$ cat src/rtl/cla_shift_add_multiplier.sv
// ---------------------------------------------------------------------------
// cla_shift_add_multiplier
//
// Sequential 16x16 unsigned multiplier. It takes one shift-add partial-product
// step per clock and uses a single 16-bit two-level carry-lookahead adder as
// its only adder. Operands arrive through a valid/ready handshake, and the
// 32-bit product leaves through a second valid/ready handshake.
//
// Ports:
//   clk        in   1   rising-edge clock
//   rst_n      in   1   asynchronous active-low reset
//   in_valid   in   1   operand pair present
//   in_ready   out  1   block can accept operands (IDLE only)
//   a          in  16   multiplicand, unsigned
//   b          in  16   multiplier, unsigned
//   out_valid  out  1   product valid (DONE only)
//   out_ready  in   1   sink accepts product
//   product    out 32   a*b, unsigned ({hi, lo} in every state)
//
// Also contains:
//   cla4_block                 4-bit carry-lookahead slice with group P/G
//   SixteenBit_LookAhead_Adder four slices joined by a second-level
//                              lookahead unit
// ---------------------------------------------------------------------------

// ---------------------------------------------------------------------------
// cla4_block: 4-bit carry-lookahead slice.
//   a, b   in   4   addends
//   c_in   in   1   carry into bit 0
//   s      out  4   sum
//   pg     out  1   group propagate (all four bits propagate)
//   gg     out  1   group generate (slice produces a carry on its own)
// ---------------------------------------------------------------------------
module cla4_block (
    input  logic [3:0] a,
    input  logic [3:0] b,
    input  logic       c_in,
    output logic [3:0] s,
    output logic       pg,
    output logic       gg
);
    logic [3:0] g;
    logic [3:0] p;
    logic [3:0] c;

    always_comb begin
        g = a & b;
        p = a ^ b;

        // Every carry is a flat sum of products of g, p and c_in, with no ripple.
        c[0] = c_in;
        c[1] = g[0] | (p[0] & c_in);
        c[2] = g[1] | (p[1] & g[0]) | (p[1] & p[0] & c_in);
        c[3] = g[2] | (p[2] & g[1]) | (p[2] & p[1] & g[0])
                    | (p[2] & p[1] & p[0] & c_in);

        s  = p ^ c;
        pg = &p;
        gg = g[3] | (p[3] & g[2]) | (p[3] & p[2] & g[1])
                  | (p[3] & p[2] & p[1] & g[0]);
    end
endmodule

// ---------------------------------------------------------------------------
// SixteenBit_LookAhead_Adder: 16-bit two-level carry-lookahead adder.
//   a, b   in  16   addends
//   c_in   in   1   carry in
//   s      out 16   sum
//   c_out  out  1   carry out of bit 15
// ---------------------------------------------------------------------------
module SixteenBit_LookAhead_Adder (
    input  logic [15:0] a,
    input  logic [15:0] b,
    input  logic        c_in,
    output logic [15:0] s,
    output logic        c_out
);
    logic [3:0] grp_p;
    logic [3:0] grp_g;
    logic [4:0] grp_c;

    cla4_block u_blk0 (
        .a    (a[3:0]),
        .b    (b[3:0]),
        .c_in (grp_c[0]),
        .s    (s[3:0]),
        .pg   (grp_p[0]),
        .gg   (grp_g[0])
    );

    cla4_block u_blk1 (
        .a    (a[7:4]),
        .b    (b[7:4]),
        .c_in (grp_c[1]),
        .s    (s[7:4]),
        .pg   (grp_p[1]),
        .gg   (grp_g[1])
    );

    cla4_block u_blk2 (
        .a    (a[11:8]),
        .b    (b[11:8]),
        .c_in (grp_c[2]),
        .s    (s[11:8]),
        .pg   (grp_p[2]),
        .gg   (grp_g[2])
    );

    cla4_block u_blk3 (
        .a    (a[15:12]),
        .b    (b[15:12]),
        .c_in (grp_c[3]),
        .s    (s[15:12]),
        .pg   (grp_p[3]),
        .gg   (grp_g[3])
    );

    // The second-level lookahead computes each slice carry-in directly from
    // the group P/G terms, so no carry ripples between slices.
    always_comb begin
        grp_c[0] = c_in;
        grp_c[1] = grp_g[0] | (grp_p[0] & c_in);
        grp_c[2] = grp_g[1] | (grp_p[1] & grp_g[0])
                            | (grp_p[1] & grp_p[0] & c_in);
        grp_c[3] = grp_g[2] | (grp_p[2] & grp_g[1])
                            | (grp_p[2] & grp_p[1] & grp_g[0])
                            | (grp_p[2] & grp_p[1] & grp_p[0] & c_in);
        grp_c[4] = grp_g[3] | (grp_p[3] & grp_g[2])
                            | (grp_p[3] & grp_p[2] & grp_g[1])
                            | (grp_p[3] & grp_p[2] & grp_p[1] & grp_g[0])
                            | (grp_p[3] & grp_p[2] & grp_p[1] & grp_p[0] & c_in);
    end

    assign c_out = grp_c[4];
endmodule

// ---------------------------------------------------------------------------
// cla_shift_add_multiplier: top level.
// ---------------------------------------------------------------------------
module cla_shift_add_multiplier (
    input  logic        clk,
    input  logic        rst_n,
    input  logic        in_valid,
    output logic        in_ready,
    input  logic [15:0] a,
    input  logic [15:0] b,
    output logic        out_valid,
    input  logic        out_ready,
    output logic [31:0] product
);
    typedef enum logic [1:0] {
        IDLE = 2'd0,
        RUN  = 2'd1,
        DONE = 2'd2
    } state_t;

    state_t      state;
    logic [15:0] mcand;
    logic [15:0] hi;
    logic [15:0] lo;
    logic [3:0]  cnt;

    logic [15:0] add_b;
    logic [15:0] sum;
    logic        carry;

    // The current LSB of lo selects whether the multiplicand is added this step.
    assign add_b = lo[0] ? mcand : '0;

    SixteenBit_LookAhead_Adder u_adder (
        .a     (hi),
        .b     (add_b),
        .c_in  (1'b0),
        .s     (sum),
        .c_out (carry)
    );

    // in_ready and out_valid are flops updated in step with the state, so
    // neither has a combinational path from in_valid or out_ready.
    always_ff @(posedge clk or negedge rst_n) begin
        if (!rst_n) begin
            state     <= IDLE;
            mcand     <= '0;
            hi        <= '0;
            lo        <= '0;
            cnt       <= '0;
            in_ready  <= 1'b1;
            out_valid <= 1'b0;
        end else begin
            case (state)
                IDLE: begin
                    if (in_valid) begin
                        mcand    <= a;
                        hi       <= '0;
                        lo       <= b;
                        cnt      <= '0;
                        in_ready <= 1'b0;
                        state    <= RUN;
                    end
                end
                RUN: begin
                    // Shift {carry, sum, lo} right by one. The adder carry
                    // becomes hi[15], so the top bit of the partial sum is kept.
                    hi  <= {carry, sum[15:1]};
                    lo  <= {sum[0], lo[15:1]};
                    cnt <= cnt + 4'd1;
                    if (cnt == 4'd15) begin
                        out_valid <= 1'b1;
                        state     <= DONE;
                    end
                end
                DONE: begin
                    if (out_ready) begin
                        out_valid <= 1'b0;
                        in_ready  <= 1'b1;
                        state     <= IDLE;
                    end
                end
                default: begin
                    out_valid <= 1'b0;
                    in_ready  <= 1'b1;
                    state     <= IDLE;
                end
            endcase
        end
    end

    assign product = {hi, lo};
endmodule

$ cat config.mk
export PLATFORM = sky130hd
export DESIGN_NAME = cla_shift_add_multiplier
export DESIGN_NICKNAME = d
export VERILOG_FILES = /design/src/rtl/cla_shift_add_multiplier.sv
export SDC_FILE = /design/constraint.sdc
export NUM_CORES = 1
export LEC_CHECK = 0
export CAP_MARGIN = 15
export CORE_ASPECT_RATIO = 0.7
export CORE_MARGIN = 3
export CORE_UTILIZATION = 30
export DETAILED_ROUTE_END_ITERATION = 6
export GPL_ROUTABILITY_DRIVEN = 0
export PLACE_DENSITY_LB_ADDON = 0.05
export RECOVER_POWER = 100
export SYNTH_ARGS = -nofsm -noshare
export SYNTH_HDL_FRONTEND = slang
export SYNTH_HIERARCHICAL = 1
export SYNTH_SLANG_ARGS = --single-unit
export TNS_END_PERCENT = 20
$ cat constraint.sdc
create_clock -name clk -period 2.8 [get_ports clk]
set_input_delay 0.7 -clock clk [delete_from_list [all_inputs] [get_ports clk]]
set_output_delay 0.7 -clock clk [all_outputs]
set_load 0.01 [all_outputs]
==> results.md <==
- The flow ran to the end, and the final reports show no timing, DRC or antenna violations.
- Averaged over all synthesized cells, the footprint is 10.0 µm².
- The path type of the worst setup path is reg -> reg.
- The residual overflow from global routing is 0.
- The netlist uses 39 different library cells.
- The cell family with the largest share of critical-path delay is compound AO/OA/AOI/OAI gates.
- Summed over all instances, the cell type with the most area after synthesis is sky130_fd_sc_hd__dfrtp_1.
- The synthesis-to-layout area growth is 29.3%.
- For this run, the post-layout net count is roughly 460.
- The count of hold-fix buffers inserted at cts is 0.
- In this design, the critical path's most frequently occurring cell is sky130_fd_sc_hd__a21o_1.
- The final cycle utilization of the critical path is 94.4%.
- The initial antenna violation count is 0.
- For this run, the number of Yosys warnings is 6.
- The clock network accounts for between 10% and 20% of the total power.
- The final period demand of the worst path is 2.64 ns.
- In the global route stage, overall resource usage came out at between 10% and 20%.
- Counting instances in the post-synthesis netlist gives the leading cell types as sky130_fd_sc_hd__nand2_1 (57), sky130_fd_sc_hd__dfrtp_1 (55), sky130_fd_sc_hd__o21ai_0 (35).
- Timing analysis after detailed placement gives a worst setup slack of between 0.06 and 0.07 ns.
- The largest net degree at the start of global routing is 57.
- Using the TritonRoute via totals, the vias-per-cell ratio works out to 4.68.
- The cell with the most instances after synthesis is sky130_fd_sc_hd__nand2_1.
- The via count of the first global-routing pass is 2624.
- The total I/O pin count is 70.
- The clock arrives with 0.0103 ns of skew.
- The final wirelength is between 7 and 8 mm.
- The share of cells above drive strength 1 is just over 10%.
- Along the worst path, the maximum fanout reaches 5.
- The signal on the critical path passes through and2_1, ha_2, a21oi_2, nand2_1, a21o_1, a21o_1, a21o_4, a21o_1, inv_1, fa_1, inv_1, nand2_1, o21ai_0.
- The root buffer cell chosen for the clock tree is sky130_fd_sc_hd__clkbuf_16.
- The largest stage delay on the critical path is ~0.4 ns.
- The clock reaches the later pin of the worst-skew pair after 0.30 ns.
- The row count is 31.
- Summed over all nets, the half-perimeter wirelength after detailed placement is around 5.5 mm.
- TritonCTS built the clock tree.
- The routed length per instance is roughly 15 µm.
- The layout filler cell count is about 1100.
- The die height is a little over 90 µm.
- Measured along the x axis, the die boundary spans 131 µm.
- The clock buffer count from CTS is 5.
- For this block, the initial DRC count from the detailed router was between 100 and 150.
- The first detailed-routing pass ran for 6 iterations.
- The combinational power share is a little over half.
- The kind of start point of the critical path is a flip-flop.
- The cell internal power dissipation is 2.77 mW.
- The die footprint is approximately 12000 µm².
- The total setup violations reported at the end of the flow is 0.
- In this run, flip-flops and latches consume 32.9% of the power.
- The final max-slew violation count is 0.
- The global-route wire length before repair is 13.6 mm.
- On the critical path, the stage with the largest delay is an instance of sky130_fd_sc_hd__fa_1.
- The count of inserted antenna diode cells is 0.
- The number of synthesized flops with an enable pin is 0.
- Together, buffers and inverters on the worst path number 2.
- In this run the cell area of the synthesized design comes to 3270 µm².
- Counting flops with an async set or reset pin after synthesis yields a share of 100%.
- The worst-case IR drop observed on VDD is roughly 0.31 mV.
- Counting flops and latches in the post-synthesis netlist gives between 50 and 60.
- Synthesis produced a netlist whose cell count is 326.
- Sequential elements use between 40 and 50% of the synthesized area.
- Clock-pin slew was measured on the worst setup and hold paths at about 0.07 ns.
- Summed over all nets, the switching power comes to between 1.5 and 2 mW.
- In the post-synthesis netlist, the biggest area contributors are sky130_fd_sc_hd__dfrtp_1 (42%), sky130_fd_sc_hd__ha_1 (8.0%), sky130_fd_sc_hd__nand2_1 (6.5%).
- The routed via count is about 2500.
- The required time at the endpoint of the critical path is 3.01 ns.
- Power comes to between 4 and 5 mW.
- The effective utilization at floorplan is a little under a third.
- Of the post-synthesis cell area, the dominant cell type holds between 40% and 50%.
- The tool flagged a number of max-cap violations equal to 0.
- The worst path setup slack after routing is between 0.15 and 0.2 ns.
- Once detail routing completed, the nets flagged for antenna violations numbered 0.
- The transition at the pin with the smallest max-transition slack is 1.47 ns.
- After floorplanning, the core was sized to cover 10500 µm².
- Dividing total power by cell area gives a power density of 1090 nW/µm².
- The switching part of the total is roughly two fifths.
- For this design the static power due to leakage is roughly 2.0 nW.
- The tree built by TritonCTS fans out to 56 sinks.
- The number of hold violations in the final report is 0.
- For this run, the leading register cell type out of synthesis is sky130_fd_sc_hd__dfrtp_1.
- CTS built an H-tree with a depth of 2.
- The worst slew margin relative to its limit is roughly 2.1%.
- The port buffer count is 69.
- The sort of element at the end of the critical path is a flip-flop.
- The critical path data arrival time is about 2.9 ns.
- The detailed-route DRC error count is 0.
- The achievable frequency is roughly 380 MHz.
- Hold timing on the final database bottoms out at a slack of between 0.4 and 0.5 ns.
- The class of the tightest hold or removal check is reg -> reg.
- The maximum count of clock buffers along a single path is 2.
cell usage in the layout, fill, tap and decap left out, types with 2 or more instances in the layout:
cell | synthesis | final
sky130_fd_sc_hd__a21oi_1 | 5 | 3
sky130_fd_sc_hd__clkbuf_1 | 4 | 3
sky130_fd_sc_hd__a21o_1 | 12 | 11
sky130_fd_sc_hd__nand2_1 | 57 | 57
sky130_fd_sc_hd__mux2_2 | 5 | 5
sky130_fd_sc_hd__ha_2 | 0 | 3
sky130_fd_sc_hd__fa_1 | 4 | 4
sky130_fd_sc_hd__nand3_1 | 10 | 10
sky130_fd_sc_hd__clkdlybuf4s50_1 | 0 | 33
sky130_fd_sc_hd__dfrtp_1 | 55 | 55
sky130_fd_sc_hd__nand2b_1 | 2 | 2
sky130_fd_sc_hd__clkbuf_16 | 0 | 5
sky130_fd_sc_hd__nor2b_1 | 1 | 3
sky130_fd_sc_hd__buf_4 | 0 | 9
sky130_fd_sc_hd__mux2_1 | 0 | 12
sky130_fd_sc_hd__nand4_1 | 4 | 4
sky130_fd_sc_hd__a22oi_1 | 16 | 16
sky130_fd_sc_hd__xor2_1 | 4 | 4
sky130_fd_sc_hd__xnor2_1 | 8 | 8
sky130_fd_sc_hd__dlygate4sd3_1 | 0 | 35
sky130_fd_sc_hd__conb_1 | 1 | 4
sky130_fd_sc_hd__nor2_1 | 4 | 4
sky130_fd_sc_hd__o21ai_0 | 35 | 36
sky130_fd_sc_hd__inv_1 | 17 | 17
sky130_fd_sc_hd__ha_1 | 21 | 18
sky130_fd_sc_hd__and4_2 | 4 | 4
sky130_fd_sc_hd__a21oi_2 | 4 | 6
sky130_fd_sc_hd__and2_1 | 16 | 15
final cells by class:
class | instances | area (µm²) | share of cell area, %
sequential | 56 | 1400 | 33.1
clock inverter | 1 | 5.00 | 0.118
timing repair buffer | 81 | 782 | 18.5
tap | 132 | 165 | 3.90
multi-input combinational | 240 | 1680 | 39.7
inverter | 17 | 63.8 | 1.51
clock buffer | 7 | 133 | 3.13
timing repair:
item | CTS | global route
setup endpoints to repair | 0 | 4
buffers inserted | 0 | 2
gates resized for setup | 0 | 7
power by group through the flow:
| stage | clock network, mW | registers (mW) | logic [mW] |
|---|---|---|---|
| global placement | 0 | 1.56 | 2.60 |
| finish | 0.625 | 1.52 | 2.48 |
| floorplan | 0 | 1.56 | 1.65 |
| CTS | 0.657 | 1.55 | 2.64 |
| detailed placement | 0 | 1.56 | 2.63 |
| global route | 0.682 | 1.60 | 2.84 |
layer usage:
layer	global-route usage [%]	part of all wire [%]	routed length (µm)
met1	21.1	54	4340
met5	0	0	0
met2	20.2	41	3250
met4	2.83	0.78	62
met3	3.48	3.9	308
worst register-to-register path: stages (launching register included):
cell and delay (ns):
sky130_fd_sc_hd__dfrtp_1 0.40, sky130_fd_sc_hd__and2_1 0.15, sky130_fd_sc_hd__ha_2 0.30, sky130_fd_sc_hd__a21oi_2 0.17, sky130_fd_sc_hd__nand2_1 0.07, sky130_fd_sc_hd__a21o_1 0.17
sky130_fd_sc_hd__a21o_1 0.20, sky130_fd_sc_hd__a21o_4 0.24, sky130_fd_sc_hd__a21o_1 0.21, sky130_fd_sc_hd__inv_1 0.07, sky130_fd_sc_hd__fa_1 0.41, sky130_fd_sc_hd__inv_1 0.06
sky130_fd_sc_hd__nand2_1 0.04, sky130_fd_sc_hd__o21ai_0 0.07
sequential cells by signal (all words and copies together), names as in the netlist:
register / cells
cnt: 4
lo: 16
state: 2
hi: 16
out_valid: 1
in_ready: 1
mcand: 16
worst paths after layout:
check / from / to / slack (ns) / cells after the start
min: mcand[8] / mcand[8] / 0.49 / 1
min reg2reg: mcand[8] / mcand[8] / 0.49 / 1
max in group asynchronous: rst_n / cnt[0] / 1.09 / 2
max: lo[0] / hi[11] / 0.16 / 13
max reg2reg: lo[0] / hi[11] / 0.16 / 13
min in group asynchronous: rst_n / mcand[5] / 0.83 / 2
cell families (layout without fill, tap and decap cells):
logic type | after synthesis | after routing | synth area share (%)
AND/OR/NAND/NOR | 103 | 103 | 15.7
AO/OA/AOI/OAI | 79 | 79 | 15.4
flip-flops | 56 | 56 | 42.8
buffers and inverters | 33 | 106 | 5.08
adder cells (fa/ha/maj) | 25 | 25 | 10.5
multiplexers | 17 | 17 | 7.22
XOR/XNOR | 12 | 12 | 3.21
other | 1 | 4 | 0.115
stage by stage:
stage / TNS (ns) / instance area [µm²] / util (%) / instances
after floorplan: 0 / 3290 / - / 329
after global placement: 0 / 4120 / 39.4 / 524
after detailed placement: 0 / 4120 / 39.4 / 524
after CTS: 0 / 4260 / 40.7 / 532
after global routing: -0.0118 / 4230 / 40.4 / 534
final: 0 / 4230 / 40.4 / 534
(Power assumes the default switching activity.)
